<file path="src/rtl/alu_unit_if.sv">
// Operand/result bundle for the 32-bit ALU.
//   a, b   : operands (two's complement), driven by the master
//   inst   : 4-bit opcode, driven by the master
//   z      : result, driven by the slave (the ALU)
//   flags  : [0]=overflow [1]=carry [2]=zero [3]=reserved (always 0)
interface alu_unit_if;
    logic [31:0] a;
    logic [31:0] b;
    logic [3:0]  inst;
    logic [31:0] z;
    logic [3:0]  flags;

    modport master (
        output a,
        output b,
        output inst,
        input  z,
        input  flags
    );

    modport slave (
        input  a,
        input  b,
        input  inst,
        output z,
        output flags
    );
endinterface

</file>
<file path="src/rtl/alu_unit.sv">
// 32-bit integer ALU: 15 arithmetic/logic ops selected by a 4-bit opcode,
// plus overflow, carry and zero flags.
// Operands and opcode are registered every clock. The result and flags are
// combinational from those registers, so they are valid one cycle after the
// inputs are applied.
// Ports:
//   clk    : clock, rising edge active
//   rst_n  : asynchronous active-low reset
//   bus    : alu_unit_if.slave (a, b, inst in; z, flags out)
module alu_unit (
    input  logic       clk,
    input  logic       rst_n,
    alu_unit_if.slave  bus
);
    localparam int DATA_W = 32;

    logic signed [DATA_W-1:0] a_p0;
    logic signed [DATA_W-1:0] b_p0;
    logic [3:0]               op_p0;

    // ---- stage p0: operand/opcode capture ----
    // Reset opcode E (constant zero) so the outputs read Z=0 with ZERO set.
    always_ff @(posedge clk or negedge rst_n) begin
        if (!rst_n) begin
            a_p0  <= '0;
            b_p0  <= '0;
            op_p0 <= 4'hE;
        end else begin
            a_p0  <= bus.a;
            b_p0  <= bus.b;
            op_p0 <= bus.inst;
        end
    end

    // ---- combinational result from stage p0 ----
    logic [DATA_W-1:0] add_x;
    logic [DATA_W-1:0] add_y;
    logic              add_cin;
    logic              is_arith;
    logic [DATA_W:0]   sum;
    logic [DATA_W-1:0] a_u;
    logic [DATA_W-1:0] b_u;
    logic [DATA_W-1:0] z_c;
    logic              ovf;
    logic              carry;

    assign a_u = $unsigned(a_p0);
    assign b_u = $unsigned(b_p0);

    // Every arithmetic op shares one adder: sum = X + Y + cin.
    // Subtraction and negation use the inverted operand with cin=1.
    always_comb begin
        add_x    = '0;
        add_y    = '0;
        add_cin  = 1'b0;
        is_arith = 1'b0;
        unique case (op_p0)
            4'h0: begin add_x = a_u; add_y = '0;   add_cin = 1'b1; is_arith = 1'b1; end
            4'h1: begin add_x = a_u; add_y = '1;   add_cin = 1'b0; is_arith = 1'b1; end
            4'h2: begin add_x = a_u; add_y = b_u;  add_cin = 1'b0; is_arith = 1'b1; end
            4'h3: begin add_x = a_u; add_y = ~b_u; add_cin = 1'b1; is_arith = 1'b1; end
            // abs: negative operands take the negate path, others pass through
            4'h4: begin
                if (a_u[DATA_W-1]) begin
                    add_x = '0; add_y = ~a_u; add_cin = 1'b1; is_arith = 1'b1;
                end
            end
            4'h5: begin add_x = '0;  add_y = ~a_u; add_cin = 1'b1; is_arith = 1'b1; end
            4'h7: begin add_x = '0;  add_y = ~b_u; add_cin = 1'b1; is_arith = 1'b1; end
            default: ;
        endcase
    end

    assign sum = {1'b0, add_x} + {1'b0, add_y} + {{DATA_W{1'b0}}, add_cin};

    always_comb begin
        z_c = '0;
        if (is_arith) begin
            z_c = sum[DATA_W-1:0];
        end else begin
            unique case (op_p0)
                4'h4:    z_c = a_u;          // abs of a non-negative value
                4'h8:    z_c = a_u & b_u;
                4'h9:    z_c = a_u | b_u;
                4'hA:    z_c = a_u ^ b_u;
                4'hB:    z_c = ~b_u;
                4'hC:    z_c = a_u;
                4'hD:    z_c = ~a_u;
                4'hF:    z_c = '1;
                default: z_c = '0;           // 6 (unsupported) and E
            endcase
        end
    end

    // Signed overflow: both adder inputs share a sign that the result lacks.
    // For subtract, carry=1 means no borrow.
    assign carry = is_arith & sum[DATA_W];
    assign ovf   = is_arith & (add_x[DATA_W-1] == add_y[DATA_W-1])
                            & (z_c[DATA_W-1] != add_x[DATA_W-1]);

    assign bus.z     = z_c;
    assign bus.flags = {1'b0, (z_c == '0), carry, ovf};
endmodule

</file>
<file path="src/flat_wrapper.sv">
// flat-port wrapper written by rule: the top's interface ports become plain ports
module alu_unit_flat 
  (clk, rst_n, bus_a, bus_b, bus_inst, bus_z, bus_flags);
  alu_unit_if bus_i ();
  input  logic clk;
  input  logic rst_n;
  input wire logic [$bits(bus_i.a)-1:0] bus_a;
  input wire logic [$bits(bus_i.b)-1:0] bus_b;
  input wire logic [$bits(bus_i.inst)-1:0] bus_inst;
  output wire logic [$bits(bus_i.z)-1:0] bus_z;
  output wire logic [$bits(bus_i.flags)-1:0] bus_flags;
  assign bus_i.a = bus_a;
  assign bus_i.b = bus_b;
  assign bus_i.inst = bus_inst;
  assign bus_z = bus_i.z;
  assign bus_flags = bus_i.flags;
  alu_unit u_core (.clk(clk), .rst_n(rst_n), .bus(bus_i));
endmodule
</file>
<file path="config.mk">
export PLATFORM = sky130hd
export DESIGN_NAME = alu_unit_flat
export DESIGN_NICKNAME = d
export VERILOG_FILES = /design/src/rtl/alu_unit_if.sv /design/src/rtl/alu_unit.sv /design/src/flat_wrapper.sv
export SDC_FILE = /design/constraint.sdc
export NUM_CORES = 1
export LEC_CHECK = 0
export CAP_MARGIN = 20
export CORE_UTILIZATION = 35
export CTS_BUF_LIST = sky130_fd_sc_hd__clkbuf_8
export DETAILED_ROUTE_END_ITERATION = 6
export PLACE_DENSITY = 0.55
export SYNTH_ARGS = -nofsm -noshare
export SYNTH_HDL_FRONTEND = slang
export SYNTH_SLANG_ARGS = --single-unit
</file>
<file path="constraint.sdc">
create_clock -name clk -period 17.25 [get_ports clk]
set_clock_uncertainty 0.15 [all_clocks]
set_input_delay 3.45 -clock clk [delete_from_list [all_inputs] [get_ports clk]]
set_output_delay 3.45 -clock clk [all_outputs]
set_load 0.005 [all_outputs]
</file>
Yosys cells after proc, flatten, opt, wreduce, memory -nomap -nowiden:

Cells that the tools add are included.

* add/sub/neg operators: 2
* equality and inequality tests: 15
* reductions and logical operators: 7
* bitwise operators: 8
* multiplexer cells: 8

Operators with widths (number)
* case mux 32 bit (7 select lines): 1
* case mux 32 bit (5 select lines): 1
* two-way mux 32 bit: 3
* inverter 32 bit: 2
* adder 32 x 32 -> 33 bit: 1
* adder 33 x 1 -> 33 bit: 1
* AND 32 bit: 1
* zero test 32 bit: 1
* OR 32 bit: 1
* bitwise XOR 32 bit: 1
* equality test 4 bit, second input constant: 7
* equality test 4 x 3 -> 1 bit, second input constant: 3
* equality test 4 x 2 -> 1 bit, second input constant: 2
* OR reduction 4 bit: 2
* OR reduction 6 bit: 1
* equality test 4 x 1 -> 1 bit, second input constant: 1
* zero test 4 bit: 1
* case mux 1 bit (2 select lines): 2
* OR reduction 2 bit: 2
* AND 1 bit: 3
* equality test 1 bit: 1
* two-way mux 1 bit: 1
* != test 1 bit: 1

* word-level logic and storage cells: 43
* flip-flop bits (word level): 68

Depth between registers and ports, before layout:

Gate-level depths: netlist of the first run.

* depth after elaboration: 8
* mapped depth: 25

Worst setup path after synthesis of the first run:

Ideal clock, no wire load.

* kind: register -> output
* start: reg u_core.op_p0[2]
* end: out bus_flags[2]
* cell stages (with the launch flop): 26
* data arrival time: 5868 ps
* slack: 7782 ps
* cell sequence: dfstp_2 > buf_2 > buf_2 > clkbuf_1 > clkbuf_1 > clkbuf_1 > buf_1 > nor2_1 > nand2_1 > clkbuf_1 > nand2_1 > o21ai_0 > o211ai_1 > fa_1 > inv_1 > fa_1 > nor2b_1 > o2111a_1 > or3_1 > a32oi_1 > o2111ai_1 > or4b_1 > or4_1 > nor4_1 > nand4_1 > nor4_2

* word-level cells in the longest chain between the ends: 7
* elaborated cells on any way between the ends: 28

Ends and longest elaborated chain
* start: declaration: RTL line alu_unit.sv:19 `logic [3:0] op_p0;`
* start signal: assignment: RTL line alu_unit.sv:31 `op_p0 <= bus.inst;`
* equality test 4 x 2 -> 1 bit (tied with other cells): RTL line alu_unit.sv:57 `unique case (op_p0)`
* OR reduction 2 bit (no line) / OR reduction 4 bit (equally long branches)
* case mux 32 bit (5 select lines) / two-way mux 32 bit (equally long branches)
* adder 32 x 32 -> 33 bit: RTL line alu_unit.sv:74 `assign sum = {1'b0, add_x} + {1'b0, add_y} + {{DATA_W{1'b0}}, add_cin};`
* adder 33 x 1 -> 33 bit: RTL line alu_unit.sv:74
* two-way mux 32 bit *: RTL line alu_unit.sv:78 `if (is_arith) begin`
* zero test 32 bit *: RTL line alu_unit.sv:102 `assign bus.flags = {1'b0, (z_c == '0), carry, ovf};`
* end: declaration: RTL line flat_wrapper.sv:11 `output wire logic [$bits(bus_i.flags)-1:0] bus_flags;`

Every way passes the cells marked *; elsewhere a longest branch is shown, timed or not.

Worst setup path in the final report of the first run:

Same ends and word-level chain as after synthesis.

==> impl_results.md, run 1 <==
* Finished Cell Area at 8960 um2
* VDD IR max at 32.5 uV
* Diode count at 0
* Pin count of the biggest net entering global routing at 69
* Synth cell count leaders: ha_1 (95), nand2_1 (93), o21ai_0 (85)
* DP Area at 8780 um2
* First-pass GRT wire length at 43400 um
* Ys Warns at 0
* Simple-gate share of the synthesized area at 17.7%
* Clk pwr share at 24.9%
* Post-synth EDFFs at 0
* Yosys top cell by area: dfrtp_1
* GR Overflow Total at 0
* Combinational share of power at 40.3%
* Internal power at 324 uW
* Xor and xnor fraction of the mapped netlist area at 2.43%
* Leak pwr at 3.99 nW
* H-tree level count at 3
* Die W at 149 um
* Number of max-cap violations at 0
* Asr flop ratio synth at 100%
* Synthesized cell area at 7560 um2
* Number of global-route vias before repair at 7506
* Most numerous cell in the Yosys netlist: ha_1
* Power density over the cells at 58.0 nW/um2
* Antenna violations before repair at 0
* DR vias/cell at 5.97
* Largest cells by area after synthesis: dfrtp_1 (22%), ha_1 (16%), o21ai_0 (5.6%)
* HP Class: in2async
* Sequential share of power at 34.8%
* Worst slew pin tran at 1.09 ns
* Antenna violation net count after detailed routing at 0
* Num rows at 53
* Slew HR at 25.5%
* Setup Viol. Count Final at 0
* Critical Path AT at 7.20 ns
* Initial drt markers at 660
* DR vias at 7881
* Layout cells sized above 1 at 4.59%
* CP Max Fanout at 43
* Number of hold violations in the final report at 0
* CTS tree: built
* Final TNS setup at 0 ns
* Ports at 106
* Synth Register Bits at 68
* Max Freq at 92.6 MHz
* Register clock-pin slew on the reported worst setup and hold paths at 0.08 ns
* CTS root buffer: clkbuf_8
* Sw frac at 37.6%
* Adder-cell share of the synthesized area at 16.2%
* Ys flop type: dfrtp_1
* DP Wirelength at 19900 um
* Power after layout at 520 uW
* Core Area at 21100 um2
* WL final at 28100 um
* IO Port Bufs at 104
* Sum of routed wire segments on met1 at 12300 um
* Max Slew Vio Count at 0
* Drt wl/cell at 21.3 um
* Cts hold-fix bufs at 0
* WP data required at 13.65 ns
* Final worst path period share at 62.6%
* Die area at 22200 um2
* Met2 Wirelength at 12900 um
* CTS max path bufs at 2
* Cells resized by post-CTS repair at 0
* DRC Markers at 0
* Tot GR Track Use at 25.9%
* Synth Area in Compound Gates at 31.4%
* Synth-to-Final Area Change at 18.4%
* Largest family of logic cells by synthesized area: compound AO/OA/AOI/OAI gates
* Routability cong. at 0.948
* Util after Layout at 42.5%
* Die H at 149 um
* Switching power total at 195 uW
* Syn_area_per_cell at 7.70 um2
* Nets at 1208
* Critical path launch point type: flop
* Number of distinct library cells after synthesis at 78
* Post-CTS setup buffer count at 0
* Top Layer Used: met4
* Routed wl met3 at 2020 um
* Sequential fraction of the synthesis area at 22.5%
* Class of the most critical setup path: reg2out
* Share of the synthesized area in the top cell type at 21.5%
* Status: complete, no violations
* Clock sink total at 68
* Drt first pass iters at 5
* Element type at the critical path end: output pin
* Number of CTS-inserted buffers at 9
* RSZ-0062 raised after global routing: false
* Net Count, Synth at 1149
* Minimum clock period at 10.80 ns
* Mux share of post-synthesis cell area at 1.77%
* Synthesized netlist cell count at 982
* Starting Density at 35.9%
## layer usage
metal	global-route usage (%)	up-vias
met5	0	-
met4	10.4	0
met3	3.73	50
met2	41.7	322
met1	34.6	3768
li1	-	3741
## state kept, by name, summed over array words and instances, names as in the netlist
name,flops
u_core.op_p0,4
u_core.b_p0,32
u_core.a_p0,32
## placed cells by master (no fill, tap or decap), types with 7 or more instances in the layout
cell               n
nor3_1            44
o31ai_1            8
o221ai_1           7
o211ai_1          38
a21oi_1           64
dfrtp_1           65
a21o_1            11
a211oi_1          14
buf_4             18
nand2_1           93
nor2b_1            7
a2bb2oi_1          7
mux2i_1           10
inv_1             80
clkdlybuf4s50_1  103
nand4_1            7
xnor2_1           11
nand3_1           11
clkbuf_8           9
ha_1              95
nor2_1            55
o21ai_0           85
a22oi_1           19
and3_1             9
xor2_1            10
a31oi_1            9
o22ai_1           34
## layout make-up
type / count / area (um2)
Clock buffer: 9 / 124
Clock inverter: 7 / 55.1
Fill cell: 2175 / 12100
Inverter: 76 / 285
Multi-Input combinational cell: 764 / 5270
Sequential cell: 68 / 1710
Tap cell: 275 / 344
Timing Repair Buffer: 122 / 1180
## critical path, cell delays in order (launching register included)
cell and delay, ns:
dfstp_2 0.52, buf_4 0.37, inv_1 0.44, or4_1 0.93
o211ai_1 0.33, fa_1 0.25, inv_1 0.07, fa_1 0.45
nor2b_1 0.23, o22ai_1 0.14, xnor2_1 0.14, a211oi_1 0.39
o2111ai_1 0.18, or4b_1 0.48, or4_1 0.54, nor4_1 0.39
nand4_1 0.19, nor4_2 0.22, clkdlybuf4s50_1 0.53
## through the flow
step           setup WS, ns  hold WS, ns  cells
4_1_cts                6.51         3.07   1321
3_5_place_dp           6.93         3.48   1305
3_3_place_gp           7.12         3.47   1304
2_1_floorplan          7.78         3.00    982
6_report               6.45         3.04   1321
5_1_grt                6.17         3.12   1321
## kinds of logic (layout without fill, tap and decap cells)
group                      Yosys count  in the layout
AOI/OAI and AO/OA                  358            358
and+or+nand+nor                    274            274
buffers and inverters              150            214
adders and majority gates           97             97
DFF                                 68             68
xor gates and xnor gates            21             21
muxes                               13             13
other                                1              1
## worst max path at each step
stage | from | to | depth (start not counted)
2_1_floorplan | u_core.op_p0[2] | bus_flags[2] | 25
3_3_place_gp | u_core.op_p0[2] | bus_flags[2] | 18
3_5_place_dp | u_core.op_p0[2] | bus_flags[2] | 18
4_1_cts | u_core.op_p0[2] | bus_flags[2] | 18
5_1_grt | u_core.op_p0[2] | bus_flags[2] | 18
6_report | u_core.op_p0[2] | bus_flags[2] | 18
## power groups by stage
stage / clock network, mW / registers (mW) / logic, mW
final: 0.129 / 0.181 / 0.209
after floorplan: 0 / 0.178 / 0.124
after CTS: 0.135 / 0.180 / 0.208
after detailed placement: 0 / 0.184 / 0.207
after global placement: 0 / 0.183 / 0.206
after global routing: 0.143 / 0.182 / 0.229
(Power assumes the default switching activity.)
==> inputs of run 2 (changes only) <==
PLACE_DENSITY = 0.57   (was 0.55)
clock period = 9.78 ns   (was 17.25 ns; I/O delays follow)
==> run 2 against run 1 <==
Compared with the run above: count of clock-buffer cells in the layout unchanged; final area is 0.13% higher; first-iteration DRC count up 4.1%; utilization up 0.053 points; die area did not move; sequential power up 76%; global-route usage up 0.71 points; via count grew 1.8%; sequential share of layout area about the same; critical path type unchanged; largest power group unchanged.
==> impl_results.md, run 2 (same netlist as run 1, synthesis figures left out) <==
* Drt first pass iters at 5
* Number of global-route vias before repair at 7589
* Tot GR Track Use at 26.6%
* Final worst path period share at 88.1%
* Clock sink total at 68
* Power after layout at 898 uW
* Top flop regs: u_core.a_p0: 32 flops, u_core.b_p0: 32 flops, u_core.op_p0: 4 flops
* Layout cells sized above 1 at 5.33%
* Drt wl/cell at 21.6 um
* Number of CTS-inserted buffers at 9
* Register clock-pin slew on the reported worst setup and hold paths at 0.08 ns
* CTS tree: built
* Die H at 149 um
* CP Max Fanout at 22
* Post-CTS setup buffer count at 0
* Post-place setup slack at 1.69 ns
* Util after Layout at 42.5%
* Leak pwr at 3.99 nW
* Num rows at 53
* Antenna violations before repair at 0
* Starting Density at 35.9%
* Critical path launch point type: flop
* Synth-to-Final Area Change at 18.6%
* H-tree level count at 3
* CTS root buffer: clkbuf_8
* Worst Setup Slack, final at 1.16 ns
* Top Layer Used: met4
* RSZ-0062 raised after global routing: false
* HP Class: in2async
* Cts hold-fix bufs at 0
* Most frequent cells in the layout: clkdlybuf4s50_1 (103), ha_1 (95), nand2_1 (93)
* Antenna violation net count after detailed routing at 0
* Max Freq at 116 MHz
* GR Overflow Total at 0
* Sum of routed wire segments on met1 at 12300 um
* DRC Markers at 0
* Final TNS setup at 0 ns
* Initial drt markers at 687
* Class of the most critical setup path: reg2out
* Power density over the cells at 100 nW/um2
* Cells resized by post-CTS repair at 0
* Critical Path AT at 6.51 ns
* Diode count at 0
* Nets at 1213
* Commonest non-fill, non-tap cell in the layout: clkdlybuf4s50_1
* Routed wl met3 at 2430 um
* Worst slew pin tran at 1.07 ns
* WL final at 28600 um
* DR vias/cell at 6.05
* IO Port Bufs at 104
* Core Area at 21100 um2
* WP data required at 7.67 ns
* Die W at 149 um
* WHS at 1.55 ns
* Max Slew Vio Count at 0
* Minimum clock period at 8.62 ns
* Slew HR at 28.5%
* VDD IR max at 63.3 uV
* DP Wirelength at 20700 um
* Number of hold violations in the final report at 0
* First-pass GRT wire length at 44400 um
* Number of max-cap violations at 0
* Pin count of the biggest net entering global routing at 69
* Met2 Wirelength at 12700 um
* Die area at 22200 um2
* Ports at 106
* Status: complete, no violations
* Crit path from: u_core.op_p0[0]
* CTS max path bufs at 2
* Setup Viol. Count Final at 0
* Routability cong. at 0.955
* Element type at the critical path end: output pin
* DR vias at 8019
run 2: area by class of cell:
| cell class | instances | area (um2) |
|---|---|---|
| Timing Repair Buffer | 127 | 1210 |
| Inverter | 76 | 285 |
| Fill cell | 2202 | 12100 |
| Tap cell | 275 | 344 |
| Multi-Input combinational cell | 764 | 5270 |
| Sequential cell | 68 | 1710 |
| Clock buffer | 9 | 124 |
| Clock inverter | 6 | 32.5 |
run 2: worst paths after layout:
| check | to | cells past startpoint |
|---|---|---|
| setup / recovery | bus_flags[2] | 17 |
| hold / removal | u_core.b_p0[6] | 1 |
| max in group asynchronous | u_core.b_p0[16] | 1 |
| min in group clk | u_core.op_p0[1] | 1 |
run 2: metrics by stage:
stage / instances / instance area [um2]
floorplan: 982 / 7560
global placement: 1310 / 8810
global route: 1325 / 8970
CTS: 1325 / 8970
detailed placement: 1310 / 8810
finish: 1325 / 8970
run 2: worst max-delay path: stages (launching register included):
cell	delay, ns
dfrtp_1	0.82
nor2_1	0.09
or4_1	0.70
o211ai_1	0.30
fa_1	0.26
inv_1	0.08
fa_1	0.46
nor2b_1	0.21
o2111a_1	0.25
o21ai_0	0.12
a211oi_1	0.83
nor3_1	0.18
nor4_1	0.34
nand4b_1	0.17
nor4_1	0.38
nand4_1	0.18
nor4_2	0.22
clkdlybuf4s50_1	0.53
run 2: where the power goes:
part / switching (mW) / internal (mW)
combinational: 0.212 / 0.164
clock: 0.116 / 0.0881
sequential: 0.0228 / 0.296
total: 0.350 / 0.548
run 2: per-layer routing:
layer  vias to the layer above  global-route usage [%]
met2                       407                    41.4
met5                         -                       0
met1                      3796                    36.0
met3                        66                    4.80
li1                       3750                       -
met4                         0                    11.0
==> inputs of run 3 (changes only) <==
SLEW_MARGIN = 10   (was not set)
==> results of run 3 <==
Final layout, timing and power as in run 2 (identical DEF).
